--- src/rtl/db_req_arbiter.sv ---
`default_nettype none
// +----------------------------------------------------------------------------+
// | db_req_arbiter: two-requester round-robin front end for the KV DB port    |
// | Rev 1.0                                                                    |
// +----------------------------------------------------------------------------+
module db_req_arbiter #(
  parameter int KEY_SIZE  = 96,
  parameter int FLAG_SIZE = 4,
  parameter int TIMEOUT   = 64
) (
  input  logic                 clk156,
  input  logic                 eth_rst_n,
  input  logic                 req0_valid,
  output logic                 req0_ready,
  input  logic [KEY_SIZE-1:0]  req0_key,
  input  logic [FLAG_SIZE-1:0] req0_flag,
  output logic                 rsp0_valid,
  output logic [FLAG_SIZE-1:0] rsp0_flag,
  output logic                 rsp0_timeout,
  input  logic                 req1_valid,
  output logic                 req1_ready,
  input  logic [KEY_SIZE-1:0]  req1_key,
  input  logic [FLAG_SIZE-1:0] req1_flag,
  output logic                 rsp1_valid,
  output logic [FLAG_SIZE-1:0] rsp1_flag,
  output logic                 rsp1_timeout,
  output logic                 db_in_valid,
  output logic [KEY_SIZE-1:0]  db_in_key,
  output logic [FLAG_SIZE-1:0] db_in_flag,
  input  logic                 db_out_valid,
  input  logic [FLAG_SIZE-1:0] db_out_flag,
  output logic                 busy,
  output logic [15:0]          timeout_cnt,
  output logic [15:0]          stray_cnt
);

  localparam logic [15:0] WAIT_TERM = 16'(TIMEOUT - 1);

  typedef enum logic [1:0] {
    IDLE  = 2'd0,
    ISSUE = 2'd1,
    WAIT  = 2'd2
  } state_t;

  state_t               state;
  state_t               state_nxt;
  logic                 grant;
  logic                 grant_any;
  logic                 accept;
  logic                 reply_hit;
  logic                 timeout_hit;
  logic                 stray_hit;
  logic                 owner;
  logic                 last_grant;
  logic [KEY_SIZE-1:0]  key_q;
  logic [FLAG_SIZE-1:0] flag_q;
  logic [15:0]          wait_cnt;

  // On contention the requester that did not win last time gets the port.
  always_comb begin
    grant_any = req0_valid | req1_valid;
    if (req0_valid && req1_valid) begin
      grant = ~last_grant;
    end else begin
      grant = req1_valid;
    end
  end

  always_ff @(posedge clk156) begin
    if (!eth_rst_n) begin
      state <= IDLE;
    end else begin
      state <= state_nxt;
    end
  end

  always_comb begin
    state_nxt   = state;
    accept      = 1'b0;
    reply_hit   = 1'b0;
    timeout_hit = 1'b0;
    stray_hit   = 1'b0;
    case (state)
      IDLE: begin
        stray_hit = db_out_valid;
        if (grant_any) begin
          accept    = 1'b1;
          state_nxt = ISSUE;
        end
      end
      ISSUE: begin
        stray_hit = db_out_valid;
        state_nxt = WAIT;
      end
      WAIT: begin
        // A reply on the terminal-count cycle takes priority over the timeout.
        if (db_out_valid) begin
          reply_hit = 1'b1;
          state_nxt = IDLE;
        end else if (wait_cnt == WAIT_TERM) begin
          timeout_hit = 1'b1;
          state_nxt   = IDLE;
        end
      end
      default: state_nxt = IDLE;
    endcase
  end

  assign req0_ready  = accept & ~grant;
  assign req1_ready  = accept & grant;
  assign db_in_valid = (state == ISSUE);
  assign db_in_key   = key_q;
  assign db_in_flag  = flag_q;
  assign busy        = (state != IDLE);

  always_ff @(posedge clk156) begin
    if (!eth_rst_n) begin
      key_q        <= '0;
      flag_q       <= '0;
      owner        <= 1'b0;
      last_grant   <= 1'b1;
      wait_cnt     <= '0;
      rsp0_valid   <= 1'b0;
      rsp0_flag    <= '0;
      rsp0_timeout <= 1'b0;
      rsp1_valid   <= 1'b0;
      rsp1_flag    <= '0;
      rsp1_timeout <= 1'b0;
      timeout_cnt  <= '0;
      stray_cnt    <= '0;
    end else begin
      rsp0_valid   <= 1'b0;
      rsp0_flag    <= '0;
      rsp0_timeout <= 1'b0;
      rsp1_valid   <= 1'b0;
      rsp1_flag    <= '0;
      rsp1_timeout <= 1'b0;

      if (accept) begin
        key_q      <= grant ? req1_key : req0_key;
        flag_q     <= grant ? req1_flag : req0_flag;
        owner      <= grant;
        last_grant <= grant;
      end

      if (state == ISSUE) begin
        wait_cnt <= '0;
      end else if (state == WAIT) begin
        wait_cnt <= wait_cnt + 16'd1;
      end

      if (reply_hit || timeout_hit) begin
        if (owner) begin
          rsp1_valid   <= 1'b1;
          rsp1_flag    <= reply_hit ? db_out_flag : '0;
          rsp1_timeout <= timeout_hit;
        end else begin
          rsp0_valid   <= 1'b1;
          rsp0_flag    <= reply_hit ? db_out_flag : '0;
          rsp0_timeout <= timeout_hit;
        end
      end

      if (timeout_hit && (timeout_cnt != 16'hFFFF)) begin
        timeout_cnt <= timeout_cnt + 16'd1;
      end
      if (stray_hit && (stray_cnt != 16'hFFFF)) begin
        stray_cnt <= stray_cnt + 16'd1;
      end
    end
  end

endmodule
`default_nettype wire
--- config.mk ---
export PLATFORM = sky130hd
export DESIGN_NAME = db_req_arbiter
export DESIGN_NICKNAME = d
export VERILOG_FILES = /design/src/rtl/db_req_arbiter.sv
export SDC_FILE = /design/constraint.sdc
export NUM_CORES = 1
export LEC_CHECK = 0
export ABC_CLOCK_PERIOD_IN_PS = 2700
export BUFFER_PORTS_ARGS = -buffer_cell sky130_fd_sc_hd__buf_2
export CAP_MARGIN = 20
export CORE_AREA = 4 4 135 137
export CTS_BUF_LIST = sky130_fd_sc_hd__clkbuf_2 sky130_fd_sc_hd__clkbuf_4 sky130_fd_sc_hd__clkbuf_8
export DETAILED_ROUTE_END_ITERATION = 10
export DIE_AREA = 0 0 139 141
export GPL_TIMING_DRIVEN = 0
export PLACE_DENSITY = 0.7
export SETUP_SLACK_MARGIN = 0.1
export SLEW_MARGIN = 20
export SYNTH_ARGS = -nofsm -noshare
export SYNTH_HDL_FRONTEND = slang
export SYNTH_SLANG_ARGS = --single-unit
--- constraint.sdc ---
create_clock -name clk156 -period 2.7 [get_ports clk156]
set_input_delay 0.135 -clock clk156 [delete_from_list [all_inputs] [get_ports clk156]]
set_output_delay 0.135 -clock clk156 [all_outputs]
set_load 0.05 [all_outputs]
==> reports/qor.yml <==
outcome: "finished clean"
rsz0062_at_grt: "no"
path_max_fanout: 10
gp_congestion: 0.869
clockRootBuffer: "clkbuf_8"
die_x_um: 139
ys.flop_type: "dfxtp_1"
vias_per_cell: 5.90
min-delay-start: "req1_flag[0]"
syn_inst: 677
port_buffers: 356
tritoncts: "yes"
initial_core_util_pct: 38.0
first_iter_violations: 1202
finalHoldViolCount: 0
yosysWarnings: 0
p_sw_uw: 2250
r2r_slack_ns: 0.16
dr.pass1.iters: 11
synth-edff-count: 0
ant_nets: 0
clkSlewWorstSetupHoldPaths_ns: 0.10
r2r_end: "db_in_key[27]$_SDFFE_PN0P_"
cp-end-kind: "register"
avgSynthCellArea_sq_um: 9.58
dieArea_sq_um: 19600
wl_um: 33400
whs_path_depth: 3
r2r_cells: 7
hold_end: "db_in_flag[0]$_SDFFE_PN0P_"
powerDensity_nw_per_um2: 585
final_common_cell: "buf_2"
max_cap_violations: 0
switching_share_pct: 34.9
clock_skew_ns: 0.0201
dp_hpwl_um: 19900
syn_area_sq_um: 6480
coreArea_sq_um: 17100
grt_antenna_before_repair: 7
fp.dieH_um: 141
num_vias: 8870
final-seq-area_sq_um: 3280
cp.arrival_ns: 2.91
track_usage_pct: 32.4
timing_worst_setup_path_type: "reg2reg"
period_needed_ns: 2.54
start_kind: "register"
grt_pass1_vias: 9068
cts.sinks: 164
tns_ns: 0
pwr-share-seq_pct: 41.7
max_freq_mhz: 393
setup_viol: 0
wire_per_inst_um: 22.2
synth_nets: 889
fill_cells: 1310
clk_latency_ns: 0.47
grt_pass1_wl_um: 49900
multi_input_area_sq_um: 2940
numCtsBuffers: 17
p_comb_share_pct: 28.5
synth_seq_cells: 164
peakVddDrop_v: 0.000355
rr_startpoint: "state[1]$_SDFFE_PN0P_"
crit_required_ns: 3.07
grt_max_degree: 17
layout_common_cells: "356 x buf_2, 204 x dlygate4sd3_1, 164 x dfxtp_1, 140 x nor2_1, 100 x a222oi_1"
final_nets: 1468
hold_slack_ns: 0.0187
grt.overflow.total: 0
synthArstFlopShare_pct: 0
std_cell_rows: 48
yosysSeqAreaShare_pct: 50.6
htree_levels: 4
yosysUniqueCellTypes: 45
clkPwrFrac_pct: 29.8
worstHoldPathType: "in2reg"
power.internal_uw: 4200
syn_to_final_growth_pct: 70.1
leakage_uw: 0.00496
drive_above_1_share_pct: 31.9
period_share_pct: 94.1
slew_violations: 0
slew_headroom_pct: 52.0
ios: 357
cts_max_path_buffers: 2
drcViolationCount: 0
worst_pin_slew_ns: 0.720
==> power by group through the flow <==
stage / registers (uW) / logic (uW) / clock network (uW)
after floorplan: 3230 / 467 / 0
after global placement: 2720 / 1450 / 0
after detailed placement: 2720 / 1460 / 0
after CTS: 2670 / 1720 / 1930
after global routing: 2700 / 1910 / 2040
final: 2690 / 1840 / 1930
==> through the flow <==
stage	setup WS (ns)	cell area (sq um)	util, %	total power [uW]	cells
6_report	0.158	11000	64.7	6450	1503
2_1_floorplan	0.509	6480	-	3690	677
4_1_cts	0.345	11000	64.5	6320	1493
3_5_place_dp	0.400	8550	50.1	4180	1258
5_1_grt	0.111	11000	64.6	6650	1500
3_3_place_gp	0.366	8550	50.1	4170	1258
==> how the worst max path moves through the flow <==
stage | from | to | slack [ns] | depth (start not counted)
2_1_floorplan | stray_cnt[0]$_SDFFE_PN0P_ | stray_cnt[5]$_SDFFE_PN0P_ | 0.51 | 6
3_3_place_gp | state[1]$_SDFFE_PN0P_ | db_in_flag[0]$_SDFFE_PN0P_ | 0.37 | 7
3_5_place_dp | state[1]$_SDFFE_PN0P_ | db_in_key[1]$_SDFFE_PN0P_ | 0.40 | 7
4_1_cts | state[1]$_SDFFE_PN0P_ | db_in_key[74]$_SDFFE_PN0P_ | 0.34 | 7
5_1_grt | state[1]$_SDFFE_PN0P_ | db_in_key[27]$_SDFFE_PN0P_ | 0.11 | 7
6_report | state[1]$_SDFFE_PN0P_ | db_in_key[27]$_SDFFE_PN0P_ | 0.16 | 7
==> area by class of cell <==
cell class | instances | area share (%)
clock inverter | 9 | 1.17
multi-input combinational | 453 | 26.7
sequential | 164 | 29.8
tap | 225 | 2.55
antenna | 10 | 0.227
clock buffer | 22 | 2.58
buffer | 54 | 2.14
timing repair buffer | 560 | 34.7
inverter | 6 | 0.204
==> timing repair <==
action,4_1_cts,5_1_grt
setup buffers,0,0
hold buffers,204,0
endpoints found under the hold margin,111,0
resized for setup,0,2
setup endpoints to repair,0,3
==> cell families after synthesis <==
logic type	synth area share, %
compound gates	19.3
xor+xnor	3.24
fa+ha+maj	0.579
buf+inv	3.98
flops	50.6
mux	1.54
simple gates	20.8
==> flip-flops by register name, indices dropped and copies added, names as in the netlist <==
signal / cells
rsp1_flag: 4
stray_cnt: 16
rsp1_valid: 1
db_in_flag: 4
state: 2
rsp1_timeout: 1
owner: 1
rsp0_timeout: 1
last_grant: 1
rsp0_valid: 1
wait_cnt: 16
db_in_key: 96
timeout_cnt: 16
rsp0_flag: 4
==> critical path: stages (launching register included) <==
cell and delay, ns:
dfxtp_1 0.38, nor2_1 0.24, inv_1 0.14, nor2_1 0.16, clkbuf_1 0.53, clkbuf_1 0.49, a222oi_1 0.23, nor2_1 0.28
==> cell usage after synthesis, types with 2 or more instances <==
library cell	count	area, sq um
a21oi_1	13	65.1
a222oi_1	100	1000
and2_1	9	56.3
and3_1	5	31.3
and4_1	4	35.0
buf_1	4	15.0
buf_6	3	33.8
clkbuf_1	46	173
dfxtp_1	164	3280
ha_1	3	37.5
inv_1	6	22.5
mux2i_1	10	100
nand2_1	34	128
nand2b_1	8	50.1
nand3_1	21	105
nand4_1	13	81.3
nor2_1	140	526
nor2b_1	4	25.0
nor3_1	6	30.0
nor3b_1	2	15.0
nor4_1	6	37.5
o211ai_1	6	45.0
o21ai_0	9	45.0
o21ai_1	2	10.0
o31ai_1	3	22.5
or2_2	3	18.8
or3_1	7	43.8
or4_1	7	52.6
xnor2_1	10	87.6
xor2_1	14	123
==> routing by layer <==
layer / vias up / wire [um] / track usage, % / share of wire (%)
met1: 4107 / 11100 / 33.1 / 33
met2: 742 / 15300 / 52.6 / 46
met4: 0 / 3070 / 26.1 / 9.2
met5: - / 0 / 0 / 0
met3: 266 / 4000 / 12.9 / 12
li1: 3755 / - / - / -
No activity file was read; power rests on OpenSTA's default activity.
